## src/rtl/digi_logic.sv

```systemverilog
// rtl/digi_logic.sv - registered 4-bit code decoder: prime flag (out1) and divisible-by-3 flag (out2)
// Optional DIGI_LOGIC_VALID_EN adds in_vld/out_vld and loads the flags only on valid cycles.
module digi_logic (
   input  logic clk,
   input  logic rst,
   input  logic a,
   input  logic b,
   input  logic c,
   input  logic d,
`ifdef DIGI_LOGIC_VALID_EN
   input  logic in_vld,
   output logic out_vld,
`endif
   output logic out1,
   output logic out2
);

   logic [3:0] code;
   logic       prime;
   logic       div3;

   assign code = {a, b, c, d};

   always_comb begin
      prime = (~a & ~b & c) | (~a & b & d) | (~b & c & d) | (b & ~c & d);
      div3  = 1'b0;
      case (code)
         4'd0, 4'd3, 4'd6, 4'd9, 4'd12, 4'd15: div3 = 1'b1;
         default:                              div3 = 1'b0;
      endcase
   end

   // Reset wins over the decode, so code 0 during reset still reads 0/0.
   always_ff @(posedge clk) begin
      if (rst) begin
         out1 <= 1'b0;
         out2 <= 1'b0;
`ifdef DIGI_LOGIC_VALID_EN
         out_vld <= 1'b0;
`endif
      end else begin
`ifdef DIGI_LOGIC_VALID_EN
         out_vld <= in_vld;
         if (in_vld) begin
            out1 <= prime;
            out2 <= div3;
         end
`else
         out1 <= prime;
         out2 <= div3;
`endif
      end
   end

endmodule

```

## config.mk

```make
export PLATFORM = sky130hd
export DESIGN_NAME = digi_logic
export DESIGN_NICKNAME = d
export VERILOG_FILES = /design/src/rtl/digi_logic.sv
export SDC_FILE = /design/constraint.sdc
export NUM_CORES = 1
export LEC_CHECK = 0
export CAP_MARGIN = 20
export CORE_AREA = 10 10 47 49
export CTS_BUF_LIST = sky130_fd_sc_hd__clkbuf_4
export DETAILED_ROUTE_END_ITERATION = 8
export DIE_AREA = 0 0 57 59
export SLEW_MARGIN = 20
export SYNTH_ARGS = -nofsm -noshare
export SYNTH_HDL_FRONTEND = slang
export SYNTH_SLANG_ARGS = --single-unit
```

## constraint.sdc

```tcl
create_clock -name clk -period 0.8 [get_ports clk]
set_input_delay 0.08 -clock clk [delete_from_list [all_inputs] [get_ports clk]]
set_output_delay 0.08 -clock clk [all_outputs]
set_load 0.05 [all_outputs]
```

==> summary.md <==
| Metric | Value |
|---|---|
| Root Buffer | clkbuf_4 |
| Syn. warnings | 0 |
| Die area | 0.00336 mm^2 |
| Final wirelength | between 300 and 400 um |
| Row count | 14 |
| Slowest cell on the critical path | dfxtp_2 |
| Crit-path leading delay family | flip-flops |
| Synthesized area | 118 um^2 |
| Worst path cell trace | buf_12 |
| Fin crit period | 0.759 ns |
| GRT overflow | 0 |
| RSZ-0062 raised after global routing | false |
| Total Power | roughly 0.47 mW |
| Share of layout cells above drive strength 1 | 0.481 |
| CTS Sinks | 2 |
| Clock Tree Buf Depth | 2 |
| Rel. slew slack | 0.834 |
| Largest family of logic cells by synthesized area | simple AND/OR/NAND/NOR gates |
| Starting Density | 0.0839 |
| First-pass GRT wire length | roughly 500 um |
| Worst-Margin Slew | 0.248 ns |
| Crit path DAT | 0.68 ns |
| Maxcap violations | 0 |
| Hold EP | out1 |
| Critical path data required time | 0.72 ns |
| CORE AREA | around 0.0014 mm^2 |
| Yosys reg bits | 2 |
| DIE HEIGHT | 59 um |
| IO Port Bufs | 7 |
| Sequential fraction of the synthesis area | 0.340 |
| Leakage power | 0.117 nW |
| Status | finished, final reports clean |
| Ant. Diodes | 0 |
| Pwr dens | approximately 1600 mW/mm^2 |
| Mean Syn Cell Area | 9.05 um^2 |
| Worst VDD drop | between 300 and 400 uV |
| Initial antenna violation count | 0 |
| Inserted Clock Buffers | 3 |
| Total Nets Final | 35 |
| Adder-cell share of the synthesized area | 0 |
| Synth Instances | 13 |
| Synth Area in Compound Gates | 0.223 |
| Endpoints failing hold | 0 |
| Largest net degree at the start of global routing | 5 |
| Synth cell types | 9 |
| Mux contribution to synthesized area | 0 |
| Via/cell ratio | 3.35 |
| Tcrit/Tclk final | 0.949 |
| Reg clk slew, reported paths | 0.03 ns |
| Post-DRT Antenna Nets | 0 |
| Hold path startpoint | d |
| Worst min path class | input port to register |
| CP bufs+invs | 1 |
| Drc violations | 0 |
| P_sw | between 0.1 and 0.15 mW |
| CTS H-tree depth | 1 |
| Sw frac | 0.260 |
| GP Congestion | between 0.6 and 0.7 |
| Avg WL per Cell | 8.58 um |
| Combinational power share | 0.292 |
| WHS | 0.368 ns |
| Pint | ~0.35 mW |
| DR vias | 144 |
| Layout area overhead | 147% |
| Drt first pass iters | 1 |
| Vias in the first global route | 150 |
| Simple-Gate Fraction of Synth Area | 0.287 |
| Worst setup SP type | register |
| CP max stage delay | 0.33 ns |
| Tot GR Track Use | 0.0228 |
| Die Wd | 57 um |
| CP Capture Type | primary output |
| Worst hold path depth | 3 |
| Kind of critical path | register to primary output |
| XOR/XNOR share of the synthesized area | 0.149 |
| Max Clk Rate | 1320 MHz |
| Final setup vio count | 0 |
| Clock power frac | 0.464 |
| I/O Pins | 8 |
| Final slew viol count | 0 |
| Iter 0 DRT Violations | 0 |
| Power share of the sequential group | 0.244 |
| Synth Net Count | 19 |
| Critical-path maximum fanout | 1 |
| TritonCTS clock tree | done |
| Fill count | roughly 160 |
[flip-flops by register name (all words and copies together), names as in the netlist]
signal / cells
out1: 1
out2: 1
[power groups by stage]
stage               Clock, mW  Sequential (mW)  Combinational, mW
floorplan                   0            0.138             0.0275
global placement            0            0.115              0.137
detailed placement          0            0.115              0.139
CTS                     0.238            0.115              0.131
global route            0.238            0.116              0.146
finish                  0.220            0.116              0.138
[metal layers]
metal  GRT usage  part of all wire
met5           0                 0
met4      0.0503             0.049
met1      0.0212              0.47
met3      0.0193              0.10
met2      0.0171              0.38
[layout make-up]
cell class	count	area (um^2)	area share
clock buffer	3	22.5	0.0776
timing repair buffer	11	115	0.397
sequential	2	42.5	0.147
tap	16	20.0	0.0690
multi-input combinational	11	90.1	0.310
[how the worst max path moves through the flow]
stage,startpoint,endpoint,cells past startpoint
final,out2,out2,1
after global routing,c,out1,4
after CTS,out1,out1,1
after global placement,d,out2,4
after floorplan,out1,out1,0
after detailed placement,d,out2,4
[metrics by stage]
| step | worst slack [ns] | setup TNS [ns] | instances | instance area (um^2) | utilization |
|---|---|---|---|---|---|
| CTS | 0.00216 | 0 | 43 | 277 | 0.197 |
| detailed placement | -0.397 | -0.753 | 40 | 258 | 0.184 |
| finish | 0.0405 | 0 | 43 | 290 | 0.207 |
| global placement | -0.381 | -0.738 | 40 | 258 | 0.184 |
| floorplan | 0.133 | 0 | 13 | 118 | - |
| global route | 0.0120 | 0 | 43 | 290 | 0.207 |
[cells in the final DEF, fill, tap and decap left out]
| master | netlist | layout |
|---|---|---|
| dfxtp_2 | 0 | 2 |
| nor2b_1 | 1 | 1 |
| a31oi_1 | 1 | 1 |
| buf_4 | 0 | 4 |
| a2111oi_4 | 0 | 1 |
| a21oi_1 | 1 | 1 |
| and4bb_2 | 1 | 1 |
| xnor2_1 | 2 | 2 |
| dlygate4sd2_1 | 0 | 4 |
| buf_12 | 0 | 2 |
| clkdlybuf4s50_1 | 0 | 1 |
| clkbuf_4 | 0 | 3 |
| nand2_1 | 3 | 3 |
| nor2_1 | 1 | 1 |
[cells in the mapped netlist]
cell type,number,share of area
nand2_1,3,0.096
and4bb_2,1,0.11
nor2_1,1,0.032
a2111oi_2,1,0.13
a31oi_1,1,0.053
a21oi_1,1,0.043
nor2b_1,1,0.053
dfxtp_1,2,0.34
xnor2_1,2,0.15
[cell families (layout without fill, tap and decap cells)]
| family | after synthesis | after routing |
|---|---|---|
| simple gates | 6 | 6 |
| compound gates | 3 | 3 |
| xor+xnor | 2 | 2 |
| flops | 2 | 2 |
| buf+inv | 0 | 14 |
[timing repair]
action	in CTS	in global routing
setup buffers	0	0
gates resized for setup	5	2
hold buffers	0	0
endpoints found under the setup margin	3	1
gates cloned	0	0
No activity file was read; power rests on OpenSTA's default activity.
